## src/rtl/ebike_pkg.sv

```systemverilog
// Shared constants and types for the e-bike commutation block: phase select
// encodings, rotor-state type and default duty-path tuning values.
package ebike_pkg;

    localparam logic [1:0] SEL_OFF = 2'b00;
    localparam logic [1:0] SEL_REV = 2'b01;
    localparam logic [1:0] SEL_FWD = 2'b10;
    localparam logic [1:0] SEL_BRK = 2'b11;

    typedef logic [2:0] rot_state_t;

    localparam logic [10:0] DFLT_BRAKE_DUTY = 11'h600;
    localparam logic [10:0] DFLT_SLEW       = 11'd8;

endpackage

```

## src/rtl/commutator_ctrl_if.sv

```systemverilog
// Bus between the commutation controller and its surroundings: hall inputs,
// brake/drive commands and PWM sync in; phase selects, duty and fault out.
interface commutator_ctrl_if;

    logic        hallGrn;
    logic        hallYlw;
    logic        hallBlu;
    logic        brake_n;
    logic [10:0] drv_mag;
    logic        PWM_synch;
    logic [1:0]  selGrn;
    logic [1:0]  selYlw;
    logic [1:0]  selBlu;
    logic [10:0] duty;
    logic        hall_fault;

    modport slave (
        input  hallGrn, hallYlw, hallBlu, brake_n, drv_mag, PWM_synch,
        output selGrn, selYlw, selBlu, duty, hall_fault
    );

    modport master (
        output hallGrn, hallYlw, hallBlu, brake_n, drv_mag, PWM_synch,
        input  selGrn, selYlw, selBlu, duty, hall_fault
    );

endinterface

```

## src/rtl/commutator_ctrl_hall_sync.sv

```systemverilog
// Two-flop synchronizer for the three asynchronous hall sensor lines.
module hall_sync
    import ebike_pkg::*;
(
    input  logic       clk,
    input  logic       rst_n,
    input  rot_state_t hall_raw,
    output rot_state_t hall_s
);

    rot_state_t meta_q, meta_d;
    rot_state_t sync_q, sync_d;

    always_comb begin
        meta_d = hall_raw;
        sync_d = meta_q;
    end

    always_ff @(posedge clk or negedge rst_n) begin
        if (!rst_n) begin
            meta_q <= '0;
            sync_q <= '0;
        end else begin
            meta_q <= meta_d;
            sync_q <= sync_d;
        end
    end

    assign hall_s = sync_q;

endmodule

```

## src/rtl/commutator_ctrl.sv

```systemverilog
// Brushless commutation and duty sequencer: decodes hall position into phase
// selects and slews drive duty, with regen braking and hall fault shutdown.
module commutator_ctrl
    import ebike_pkg::*;
#(
    parameter logic [10:0] SLEW       = DFLT_SLEW,
    parameter logic [10:0] BRAKE_DUTY = DFLT_BRAKE_DUTY,
    parameter int          FAULT_CNT  = 3
) (
    input  logic              clk,
    input  logic              rst_n,
    commutator_ctrl_if.slave  bus
);

    localparam logic [1:0] FAULT_LIM = FAULT_CNT[1:0];

    rot_state_t  hall_s;
    rot_state_t  rot_state_q, rot_state_d;
    logic        brake_q, brake_d;
    logic [10:0] duty_q, duty_d;
    logic [1:0]  fault_cnt_q, fault_cnt_d;
    logic        hall_fault_q, hall_fault_d;
    logic [5:0]  sel;

    // One PWM-period slew step toward the target, computed in 12 bits so the
    // upward add can exceed 11'h7FF without wrapping before the clamp.
    function automatic logic [10:0] slew_step(input logic [10:0] cur, input logic [10:0] tgt);
        logic [11:0] up;
        logic [11:0] dn;
        up = {1'b0, cur} + {1'b0, SLEW};
        dn = (cur >= SLEW) ? ({1'b0, cur} - {1'b0, SLEW}) : 12'd0;
        if (cur < tgt)
            slew_step = (up > {1'b0, tgt}) ? tgt : up[10:0];
        else if (cur > tgt)
            slew_step = (dn < {1'b0, tgt}) ? tgt : dn[10:0];
        else
            slew_step = cur;
    endfunction

    function automatic logic hall_invalid(input rot_state_t h);
        hall_invalid = (h == 3'b000) || (h == 3'b111);
    endfunction

    hall_sync u_hall_sync (
        .clk      (clk),
        .rst_n    (rst_n),
        .hall_raw ({bus.hallGrn, bus.hallYlw, bus.hallBlu}),
        .hall_s   (hall_s)
    );

    always_comb begin
        rot_state_d  = rot_state_q;
        brake_d      = brake_q;
        duty_d       = duty_q;
        fault_cnt_d  = fault_cnt_q;
        hall_fault_d = hall_fault_q;
        if (bus.PWM_synch) begin
            rot_state_d = hall_s;
            brake_d     = ~bus.brake_n;
            if (hall_invalid(hall_s))
                fault_cnt_d = (fault_cnt_q == 2'd3) ? 2'd3 : fault_cnt_q + 2'd1;
            else
                fault_cnt_d = 2'd0;
            if (fault_cnt_d >= FAULT_LIM)
                hall_fault_d = 1'b1;
            // First unbraked sample after a brake drops duty to 0 so the ramp restarts cleanly.
            if (hall_fault_d)
                duty_d = '0;
            else if (brake_d)
                duty_d = BRAKE_DUTY;
            else if (brake_q)
                duty_d = '0;
            else
                duty_d = slew_step(duty_q, bus.drv_mag);
        end
    end

    always_ff @(posedge clk or negedge rst_n) begin
        if (!rst_n) begin
            rot_state_q  <= '0;
            brake_q      <= 1'b0;
            duty_q       <= '0;
            fault_cnt_q  <= '0;
            hall_fault_q <= 1'b0;
        end else begin
            rot_state_q  <= rot_state_d;
            brake_q      <= brake_d;
            duty_q       <= duty_d;
            fault_cnt_q  <= fault_cnt_d;
            hall_fault_q <= hall_fault_d;
        end
    end

    always_comb begin
        sel = {SEL_OFF, SEL_OFF, SEL_OFF};
        if (hall_fault_q)
            sel = {SEL_OFF, SEL_OFF, SEL_OFF};
        else if (brake_q)
            sel = {SEL_BRK, SEL_BRK, SEL_BRK};
        else begin
            case (rot_state_q)
                3'b101:  sel = {SEL_FWD, SEL_REV, SEL_OFF};
                3'b100:  sel = {SEL_FWD, SEL_OFF, SEL_REV};
                3'b110:  sel = {SEL_OFF, SEL_FWD, SEL_REV};
                3'b010:  sel = {SEL_REV, SEL_FWD, SEL_OFF};
                3'b011:  sel = {SEL_REV, SEL_OFF, SEL_FWD};
                3'b001:  sel = {SEL_OFF, SEL_REV, SEL_FWD};
                default: sel = {SEL_OFF, SEL_OFF, SEL_OFF};
            endcase
        end
    end

    assign bus.selGrn     = sel[5:4];
    assign bus.selYlw     = sel[3:2];
    assign bus.selBlu     = sel[1:0];
    assign bus.duty       = duty_q;
    assign bus.hall_fault = hall_fault_q;

endmodule
```

## src/flat_wrapper.sv

```systemverilog
// flat-port wrapper written by rule: the top's interface ports become plain ports
module commutator_ctrl_flat import ebike_pkg::*;
#(
    parameter logic [10:0] SLEW       = DFLT_SLEW,
    parameter logic [10:0] BRAKE_DUTY = DFLT_BRAKE_DUTY,
    parameter int          FAULT_CNT  = 3
)
  (clk, rst_n, bus_hallGrn, bus_hallYlw, bus_hallBlu, bus_brake_n, bus_drv_mag, bus_PWM_synch, bus_selGrn, bus_selYlw, bus_selBlu, bus_duty, bus_hall_fault);
  commutator_ctrl_if bus_i ();
  input  logic clk;
  input  logic rst_n;
  input wire logic [$bits(bus_i.hallGrn)-1:0] bus_hallGrn;
  input wire logic [$bits(bus_i.hallYlw)-1:0] bus_hallYlw;
  input wire logic [$bits(bus_i.hallBlu)-1:0] bus_hallBlu;
  input wire logic [$bits(bus_i.brake_n)-1:0] bus_brake_n;
  input wire logic [$bits(bus_i.drv_mag)-1:0] bus_drv_mag;
  input wire logic [$bits(bus_i.PWM_synch)-1:0] bus_PWM_synch;
  output wire logic [$bits(bus_i.selGrn)-1:0] bus_selGrn;
  output wire logic [$bits(bus_i.selYlw)-1:0] bus_selYlw;
  output wire logic [$bits(bus_i.selBlu)-1:0] bus_selBlu;
  output wire logic [$bits(bus_i.duty)-1:0] bus_duty;
  output wire logic [$bits(bus_i.hall_fault)-1:0] bus_hall_fault;
  assign bus_i.hallGrn = bus_hallGrn;
  assign bus_i.hallYlw = bus_hallYlw;
  assign bus_i.hallBlu = bus_hallBlu;
  assign bus_i.brake_n = bus_brake_n;
  assign bus_i.drv_mag = bus_drv_mag;
  assign bus_i.PWM_synch = bus_PWM_synch;
  assign bus_selGrn = bus_i.selGrn;
  assign bus_selYlw = bus_i.selYlw;
  assign bus_selBlu = bus_i.selBlu;
  assign bus_duty = bus_i.duty;
  assign bus_hall_fault = bus_i.hall_fault;
  commutator_ctrl #(.SLEW(SLEW), .BRAKE_DUTY(BRAKE_DUTY), .FAULT_CNT(FAULT_CNT)) u_core (.clk(clk), .rst_n(rst_n), .bus(bus_i));
endmodule
```

## config.mk

```make
export PLATFORM = sky130hd
export DESIGN_NAME = commutator_ctrl_flat
export DESIGN_NICKNAME = d
export VERILOG_FILES = /design/src/rtl/ebike_pkg.sv /design/src/rtl/commutator_ctrl_if.sv /design/src/rtl/commutator_ctrl_hall_sync.sv /design/src/rtl/commutator_ctrl.sv /design/src/flat_wrapper.sv
export SDC_FILE = /design/constraint.sdc
export NUM_CORES = 1
export LEC_CHECK = 0
export CAP_MARGIN = 20
export CELL_PAD_IN_SITES_DETAIL_PLACEMENT = 0
export CELL_PAD_IN_SITES_GLOBAL_PLACEMENT = 2
export CORE_MARGIN = 8
export CORE_UTILIZATION = 30
export CTS_BUF_LIST = sky130_fd_sc_hd__clkbuf_4 sky130_fd_sc_hd__clkbuf_8
export CTS_CLUSTER_DIAMETER = 120
export CTS_CLUSTER_SIZE = 20
export DETAILED_ROUTE_END_ITERATION = 7
export PLACE_DENSITY_LB_ADDON = 0.1
export SETUP_SLACK_MARGIN = 0.3
export SLEW_MARGIN = 30
export SYNTH_ARGS = -nofsm -noshare
export SYNTH_HDL_FRONTEND = slang
export SYNTH_SLANG_ARGS = --single-unit
```

## constraint.sdc

```tcl
create_clock -name clk -period 3.4 [get_ports clk]
set_clock_uncertainty 0.05 [all_clocks]
set_input_delay 0.51 -clock clk [delete_from_list [all_inputs] [get_ports clk]]
set_output_delay 0.51 -clock clk [all_outputs]
set_load 0.005 [all_outputs]
```

# Yosys cells after proc, flatten, opt, wreduce, memory -nomap -nowiden
# Index checks and enable logic that the tools add are counted.
[totals]
regBits = 24
in_bits = 18
out_inout_bits = 18
elab_cells = 45
[classes]
addsub = 3
order_cmp = 6
eq_ne = 9
muxes = 16
n_bitwise = 1
n_reduce_logical = 3
[ops]
columns = ["cell", "count"]
rows = [
  ["11-bit 2-to-1 mux", 7],
  ["6-bit case mux with 6 select lines", 1],
  ["11-bit by 4-bit adder with 12-bit output, second input constant", 1],
  ["3-bit == test, second input constant", 4],
  ["12-bit by 11-bit greater-than comparator with 1-bit output", 1],
  ["12-bit by 11-bit less-than comparator with 1-bit output", 1],
  ["12-bit 2-to-1 mux", 1],
  ["6-bit 2-to-1 mux", 2],
  ["11-bit by 4-bit subtractor with 12-bit output, second input constant", 1],
  ["11-bit by 4-bit greater-or-equal comparator with 1-bit output, second input constant", 1],
  ["11-bit greater-than comparator", 1],
  ["11-bit less-than comparator", 1],
  ["3-bit by 2-bit == test with 1-bit output, second input constant", 2],
  ["2-bit 2-to-1 mux", 3],
  ["5-bit by 1-bit inequality test with 1-bit output, second input constant", 1],
  ["3-bit by 1-bit == test with 1-bit output, second input constant", 1],
  ["3-bit zero test", 1],
  ["2-bit by 1-bit adder with 2-bit output, second input constant", 1],
  ["2-bit == test, second input constant", 1],
  ["2-bit greater-or-equal comparator, second input constant", 1],
  ["1-bit 2-to-1 mux", 2],
  ["2-bit AND reduction", 1],
  ["1-bit logical OR", 1],
  ["1-bit NOT", 1],
]

# Depth between registers and ports, before layout
# Gate-level depths: netlist (run 1).
[depth]
ltp_word = 9
ltp_mapped = 14
depth_no_buf = 14

# By module
# Synthesis (run 1) repeated with hierarchy kept, for this count alone.
[hier_totals]
hier_cells = 261
area_unflattened_um2 = 2313.5
[by_module_without_submodules]
columns = ["module", "instances", "cells_per_inst", "area_each_um2", "seq_area_each_um2"]
rows = [
  ["commutator_ctrl", 1, 255, 2163.3, 450.4],
  ["hall_sync", 1, 6, 150.1, 150.1],
]

# Least setup slack after synthesis (run 1)
# OpenSTA, ideal clock, no wires.
[synth_timing]
path_kind = "register to register"
start = "register u_core.duty_q[7], in the netlist u_core.bus.duty[7]"
end = "register u_core.duty_q[9], in the netlist u_core.bus.duty[9]"
setup_ps = 126
arrival_ps = 3185
required_ps = 3224
setup_slack_ps = 39
stages_incl_launch_ff = 13
n_path_buf = 1
period_less_slack_ps = 3361
cell_sequence = "dfrtp_1 -> clkbuf_1 -> or3_1 -> or3_1 -> a21oi_1 -> ha_1 -> a21o_1 -> a21o_1 -> a221o_1 -> a31o_4 -> mux2_4 -> o2111ai_1 -> o21ai_1"
[synth_via]
elab_chain_cells = 9
word_cells_on_any_way = 17
cone_classes = "2 x add/sub; 5 x order compare; 1 x eq/ne; 8 x mux; 1 x reduce/logical"
[synth_lines]
columns = ["item", "line_no", "text"]
rows = [
  ["start, declared", "commutator_ctrl.sv:20", "logic [10:0] duty_q, duty_d;"],
  ["start signal, assigned", "commutator_ctrl.sv:88", "duty_q <= duty_d;"],
  ["11-bit by 4-bit subtractor with 12-bit output or 11-bit by 4-bit greater-or-equal comparator with 1-bit output (tied branches)", "commutator_ctrl.sv:31", "dn = (cur >= SLEW) ? ({1'b0, cur} - {1'b0, SLEW}) : 12'd0;"],
  ["12-bit 2-to-1 mux", "commutator_ctrl.sv:31", ""],
  ["12-bit by 11-bit less-than comparator with 1-bit output", "commutator_ctrl.sv:35", "slew_step = (dn < {1'b0, tgt}) ? tgt : dn[10:0];"],
  ["11-bit 2-to-1 mux", "commutator_ctrl.sv:35", ""],
  ["11-bit 2-to-1 mux", "commutator_ctrl.sv:34", "else if (cur > tgt)"],
  ["11-bit 2-to-1 mux", "commutator_ctrl.sv:32", "if (cur < tgt)"],
  ["11-bit 2-to-1 mux", "commutator_ctrl.sv:71", "else if (brake_q)"],
  ["11-bit 2-to-1 mux", "commutator_ctrl.sv:69", "else if (brake_d)"],
  ["11-bit 2-to-1 mux", "commutator_ctrl.sv:67", "if (hall_fault_d)"],
]
# Parallel ways exist; a longest one is shown, timed or not. The select of a mux whose other input is x is not followed.
# A chain may end at the register's enable or synchronous reset.

# Worst setup path after layout (run 1)
[layout_timing]
start = "register u_core.duty_q[8], in the netlist u_core.bus.duty[8]"
end = "register u_core.duty_q[9], in the netlist u_core.bus.duty[9]"
# Same word-level chain as after synthesis.

==> summary.md, run 1 <==
| Metric | Value |
|---|---|
| Via density | 5.09 |
| Slew @ Worst Pin | about 660 ps |
| Final nets | 416 |
| Synth Flop Type | dfrtp_1 |
| Routed wire per std cell | about 17 um |
| Initial antenna violation count | 0 |
| Status | completed |
| Peak supply drop | 0.205 mV |
| Clock period minus worst slack | between 3000 and 4000 ps |
| CTS Sinks | 24 |
| GPL Wtd Cong | 0.872 |
| Fin. Hold Viols | 0 |
| Share of the synthesized area in the top cell type | a little over a quarter |
| Vias in the first global route | 2,492 |
| CTS tree | yes |
| Number of CTS-inserted buffers | 3 |
| Cts hold-fix bufs | 0 |
| Seq/Total Area, Yosys | 26.2% |
| DIE AREA | 10,700 sq um |
| Cells after DPL | around 450 |
| Yosys warns | 0 |
| NetSw | 0.817 mW |
| Worst-skew pair later-pin latency | 280 ps |
| Final instance area | 3500 sq um |
| Post-route ant nets | 0 |
| First-pass GRT wire length | 13,000 um |
| Post-synth top area cell | dfrtp_1 |
| # IOs | 36 |
| Critical Path AT | 3450 ps |
| Comb power frac | 69.9% |
| R2R Setup Slk | a little over 60 ps |
| Post-synth EDFFs | 0 |
| Largest net degree at the start of global routing | 25 |
| CP Max Fanout | 5 |
| DR pass1 iterations | 6 |
| Setup CP Type | reg2reg |
| Share of flip-flops with an asynchronous set or reset | 100% |
| Placed cell area | 3080 sq um |
| Max clock buf depth | 2 |
| Top post-synthesis cells by count | 31 x ha_1, 31 x nor2_1, 26 x a21oi_1 |
| Worst Hold End | u_core.u_hall_sync.hall_s[2] |
| Site row count | 32 |
| Layout cell share with drive strength beyond 1 | between 20% and 30% |
| Worst R2R End | u_core.bus.duty[9] |
| Avg Cell Area, Syn | 8.21 sq um |
| Mapped Area | ~2300 sq um |
| Post-synth net total | 328 |
| Antenna Cells | 0 |
| Initial Utilization | 30.3% |
| Congestion Overflow GR | 0 |
| Reg-to-Reg Start | u_core.bus.duty[8] |
| Final max-slew violation count | 0 |
| Crit. End Element | flop |
| Synth-to-layout area growth | 53.0% |
| Port bufs | 35 |
| CTS clk-pin slew, worst paths | ~90 ps |
| PD cells | 585 nW/um^2 |
| Reg power frac | 17.2% |
| Clk root buf | clkbuf_8 |
| Final wirelength | 8040 um |
| Max cap viols | 0 |
| DR vias | 2,381 |
| Min-delay src | u_core.u_hall_sync.meta_q[2] |
| Die Width | 103 um |
| CORE AREA | 7570 sq um |
| LEAKAGE | between 1.5 and 2 nW |
| Residual DRC | 0 |
| Synth Register Bits | 24 |
| Worst Hold Class | reg2reg |
| Largest cells by area after synthesis | dfrtp_1 26%, ha_1 17%, a21oi_1 5.7%, nor2_1 5.1%, inv_1 3.4% |
| Iteration-0 DRC Markers | 81 |
| Switching part of the total power | 39.8% |
| Total track usage | 16.1% |
| Clock power frac | about an eighth |
| Worst reg-to-reg path cell count | 12 |
| Worst setup SP type | flop |
| Final Cycle Share | around 98% |
| Final setup fails | 0 |
| Count of cell types in the netlist | 56 |
| Die Ht | ~100 um |
| H-tree Lvls | 1 |
| WHS Path Cells | 0 |
| Post-Syn Instances | 279 |
| Final std cells w/o fill | 468 |
| Required @ worst endpoint | ~3500 ps |
| P_int | about 1.2 mW |
| RSZ-0062 raised after global routing | true |
| Setup tns final | 0 ps |
| Worst rel slew slack | 55.1% |
| DP HPWL | 6440 um |
| Fmax achieved | 299 MHz |
-- worst max-delay path by stage --
stage          slack, ps               start                 end  cells past startpoint
2_1_floorplan        130  u_core.bus.duty[7]  u_core.bus.duty[9]                     12
3_3_place_gp        -360     bus_drv_mag[10]  u_core.bus.duty[4]                     10
3_5_place_dp        -320     bus_drv_mag[10]  u_core.bus.duty[4]                     10
4_1_cts               80  u_core.bus.duty[5]  u_core.bus.duty[4]                     13
5_1_grt              -90  u_core.bus.duty[8]  u_core.bus.duty[5]                     14
6_report              60  u_core.bus.duty[8]  u_core.bus.duty[9]                     12
-- worst max-delay path, cell delays in order, from the launching register on --
cell and delay (ps):
dfrtp_1 390, or3_4 440, or3_4 390, a21oi_4 160
ha_1 260, a21o_1 160, a21o_1 170, a221o_1 300
buf_4 150, a31o_4 220, mux2_4 300, o2111ai_2 170
o21ai_1 80
-- power by group through the flow --
| stage | Combinational, mW | Sequential [mW] | Clock (mW) |
|---|---|---|---|
| 3_3_place_gp | 1.15 | 0.359 | 0 |
| 3_5_place_dp | 1.14 | 0.360 | 0 |
| 4_1_cts | 1.31 | 0.353 | 0.273 |
| 2_1_floorplan | 0.624 | 0.352 | 0 |
| 5_1_grt | 1.56 | 0.358 | 0.284 |
| 6_report | 1.43 | 0.353 | 0.264 |
-- through the flow --
stage / power (mW) / hold slack (ps) / utilization (%) / setup WS [ps]
floorplan: 0.976 / 164 / - / 133
global placement: 1.51 / 284 / 40.7 / -360
detailed placement: 1.50 / 286 / 40.7 / -316
CTS: 1.93 / 310 / 45.0 / 79.8
global route: 2.20 / 315 / 46.3 / -90.7
finish: 2.05 / 309 / 46.3 / 60.3
-- sequential cells by signal (all words and copies together), names as in the netlist --
name	flops
u_core.rot_state_q	3
u_core.u_hall_sync.meta_q	3
u_core.bus.hall_fault	1
u_core.fault_cnt_q	2
u_core.bus.duty	11
u_core.u_hall_sync.hall_s	3
u_core.brake_q	1
-- layer usage --
layer | global-route usage [%] | vias up | wire length [um]
met4 | 4.89 | 0 | 136
met2 | 28.1 | 42 | 4030
li1 | - | 1187 | -
met5 | 0 | - | 0
met1 | 19.8 | 1139 | 3570
met3 | 2.28 | 13 | 309
-- layout make-up --
type	instances	area, sq um
inverter	21	78.8
fill	753	4070
timing repair buffer	95	825
sequential	24	601
clock inverter	1	30.0
multi-input combinational	222	1800
tap	102	128
clock buffer	3	41.3
-- cell usage in the layout, fill, tap and decap left out, drive strengths merged, types with 2 or more instances in the layout --
master	Yosys	final
xnor2	4	4
a22o	3	3
a211o	2	2
nor4	4	4
nand2b	4	4
a31o	2	2
inv	21	21
nor2	32	32
o211ai	2	2
buf	3	60
or2	3	3
o311ai	2	2
nand4	3	3
xor2	3	3
nor3	11	11
nor2b	2	2
o41ai	3	3
a211oi	6	6
o2111ai	2	2
a21oi	26	26
and3	4	4
mux2	2	2
a221o	3	3
dfrtp	24	24
clkbuf	9	3
or3	4	4
nand3	9	9
mux2i	2	2
o21ai	16	16
clkdlybuf4s50	0	35
nand2	19	19
ha	31	31
and2b	2	2
a21o	4	4
-- logic make-up (layout without fill, tap and decap cells) --
| logic type | count (synthesis) | after routing | share of synthesized area (%) |
|---|---|---|---|
| multiplexers | 4 | 4 | 2.02 |
| buffers and inverters | 33 | 120 | 5.79 |
| flip-flops | 24 | 24 | 26.2 |
| adder cells (fa/ha/maj) | 31 | 31 | 16.9 |
| AO/OA/AOI/OAI | 80 | 80 | 24.6 |
| XOR/XNOR | 7 | 7 | 2.68 |
| AND/OR/NAND/NOR | 100 | 100 | 21.7 |
-- repair_timing --
action / CTS / global route
pin swaps: 18 / 18
buffers inserted: 10 / 5
resized for setup: 33 / 16
endpoints found under the setup margin: 11 / 11
No activity file was read; power rests on OpenSTA's default activity.
==> inputs of run 2 (changes only) <==
--- a/config.mk
+++ b/config.mk
@@ -12,7 +12,6 @@
 export CORE_UTILIZATION = 30
 export CTS_BUF_LIST = sky130_fd_sc_hd__clkbuf_4 sky130_fd_sc_hd__clkbuf_8
 export CTS_CLUSTER_DIAMETER = 120
-export CTS_CLUSTER_SIZE = 20
 export DETAILED_ROUTE_END_ITERATION = 7
 export PLACE_DENSITY_LB_ADDON = 0.1
 export SETUP_SLACK_MARGIN = 0.3
==> results of run 2 <==
Same layout as run 1: the final DEF is identical, and so are final timing and power.
==> inputs of run 3 (changes only) <==
--- a/config.mk
+++ b/config.mk
@@ -13,6 +13,7 @@
 export CTS_BUF_LIST = sky130_fd_sc_hd__clkbuf_4 sky130_fd_sc_hd__clkbuf_8
 export CTS_CLUSTER_DIAMETER = 120
 export DETAILED_ROUTE_END_ITERATION = 7
+export GPL_TIMING_DRIVEN = 0
 export PLACE_DENSITY_LB_ADDON = 0.1
 export SETUP_SLACK_MARGIN = 0.3
 export SLEW_MARGIN = 30
==> summary.md, run 3 (same netlist as run 1, synthesis figures left out) <==
| Metric | Value |
|---|---|
| Total chip power | 1.92 mW |
| DR vias | 2,300 |
| First-pass GRT wire length | 12,400 um |
| DP HPWL | 5740 um |
| Max cap viols | 0 |
| Final wirelength | 7750 um |
| Filler instances | about 750 |
| Port bufs | 34 |
| Dpl ws | -572 ps |
| Post-route ant nets | 0 |
| Final nets | slightly below 400 |
| Placed cell area | 2790 sq um |
| Congestion Overflow GR | 0 |
| Worst R2R End | u_core.bus.duty[4] |
| Critical Path AT | 3570 ps |
| Failing checks | negative setup slack |
| Final max-slew violation count | 0 |
| Final instance area | 3340 sq um |
| Critical Path Max Stage Delay | 420 ps |
| Site row count | 32 |
| Initial Utilization | 30.3% |
| Via density | 5.12 |
| CP Max Fanout | 5 |
| R2R Setup Slk | -60 ps |
| # IOs | 36 |
| CP endpoint | u_core.bus.duty[4] |
| GPL Wtd Cong | 0.766 |
| Antenna Cells | 0 |
| Fmax achieved | 289 MHz |
| Clock period minus worst slack | 3460 ps |
| Worst rel slew slack | 59.6% |
| Max clock buf depth | 2 |
| Reg-to-Reg Start | u_core.bus.duty[7] |
| Area taken by multi-input logic gates | ~1800 sq um |
| Crit. End Element | flop |
| Largest net degree at the start of global routing | 25 |
| Worst reg-to-reg path cell count | 13 |
| Initial antenna violation count | 0 |
| RSZ-0062 raised after global routing | true |
| CTS Sinks | 24 |
| Vias in the first global route | about 2,400 |
| Worst Hold Class | in2async |
| Worst setup SP type | flop |
| Synth-to-layout area growth | 46.1% |
| Iteration-0 DRC Markers | 98 |
| Commonest non-fill, non-tap cells in the layout | 33 x clkdlybuf4s50_1, 27 x nor2_1, 27 x ha_1, 25 x buf_4 |
| Required @ worst endpoint | 3520 ps |
| Worst setup margin | -57.7 ps |
| Crit path from | u_core.bus.duty[7] |
| LEAKAGE | 1.48 nW |
| Final setup fails | 6 |
| Peak supply drop | 0.189 mV |
| Worst-skew pair later-pin latency | 290 ps |
| Die Width | 103 um |
| Final Cycle Share | 102% |
| CORE AREA | between 7000 and 8000 sq um |
| Die Ht | 103 um |
| Status | finished, violations left |
| Max reg flops | 11 |
| Slew @ Worst Pin | between 600 and 700 ps |
| Register area | between 600 and 700 sq um |
| DR pass1 iterations | 4 |
| H-tree Lvls | 1 |
| Clk root buf | clkbuf_8 |
| Leading cell type in the layout, fill and taps excluded | clkdlybuf4s50_1 |
| Layout cell share with drive strength beyond 1 | roughly 25% |
| Setup CP Type | reg2reg |
| Routed wire per std cell | 17.3 um |
| CP Cell Sequence | buf_8 -> or3_4 -> or3_4 -> a21oi_4 -> ha_4 -> a21o_1 -> a21o_1 -> a221o_1 -> a31oi_4 -> buf_6 -> nor4_1 -> a31o_1 -> a221o_1 |
| Total track usage | 15.3% |
| Number of CTS-inserted buffers | 3 |
| Residual DRC | 0 |
| Fin. Hold Viols | 0 |
| PD cells | 575 nW/um^2 |
| CTS tree | yes |
| CTS clk-pin slew, worst paths | 110 ps |
| CP max-delay cell | dfrtp_1 |
| DIE AREA | between 10,000 and 15,000 sq um |
## run 3: worst min path at each step
stage / start / cells after the start / slack, ps / end
6_report: rst_n / 1 / 160 / u_core.bus.duty[6]
3_5_place_dp: u_core.u_hall_sync.meta_q[0] / 0 / 290 / u_core.u_hall_sync.hall_s[0]
2_1_floorplan: rst_n / 0 / 160 / u_core.brake_q
5_1_grt: rst_n / 1 / 210 / u_core.bus.duty[6]
3_3_place_gp: u_core.u_hall_sync.meta_q[0] / 0 / 290 / u_core.u_hall_sync.hall_s[0]
4_1_cts: rst_n / 1 / 190 / u_core.bus.duty[6]
## run 3: critical path: cells and delay by family, from the launching register on
| kind | cells | cell delay (ps) |
|---|---|---|
| AO/OA/AOI/OAI | 7 | 1590 |
| adder cells (fa/ha/maj) | 1 | 220 |
| buffers and inverters | 2 | 260 |
| flip-flops | 1 | 420 |
| AND/OR/NAND/NOR | 3 | 800 |
## run 3: routing by layer
layer / up-vias / share of wire (%) / global-route usage [%]
met5: - / 0 / 0
met4: 0 / 1.5 / 3.56
met1: 1093 / 45 / 19.1
met2: 44 / 50 / 26.8
li1: 1155 / - / -
met3: 8 / 3.8 / 2.28
## run 3: repair_timing
action,in CTS,in global routing
endpoints found under the setup margin,11,11
hold buffers,0,0
resized for setup,27,31
pin swaps,9,16
setup buffers,19,11
## run 3: area by class of cell
type / instances / area share (%)
Sequential cell: 24 / 18.1
Multi-Input combinational cell: 222 / 53.7
Inverter: 21 / 2.36
Clock inverter: 1 / 0.898
Clock buffer: 3 / 1.23
Timing Repair Buffer: 64 / 17.3
Buffer: 12 / 2.58
Tap cell: 102 / 3.82
## run 3: power by group
part           internal [mW]  total [mW]  switching [mW]
sequential             0.318       0.350          0.0320
combinational          0.650        1.30           0.649
clock                  0.158       0.275           0.117
## run 3: stage by stage
step / hold WS, ps / util (%) / std cells / setup TNS, ps
2_1_floorplan: 164 / - / 279 / 0
3_3_place_gp: 288 / 36.8 / 415 / -6670
3_5_place_dp: 288 / 36.8 / 415 / -4650
4_1_cts: 191 / 41.3 / 438 / -107
5_1_grt: 214 / 44.2 / 449 / -1410
6_report: 165 / 44.2 / 449 / -173
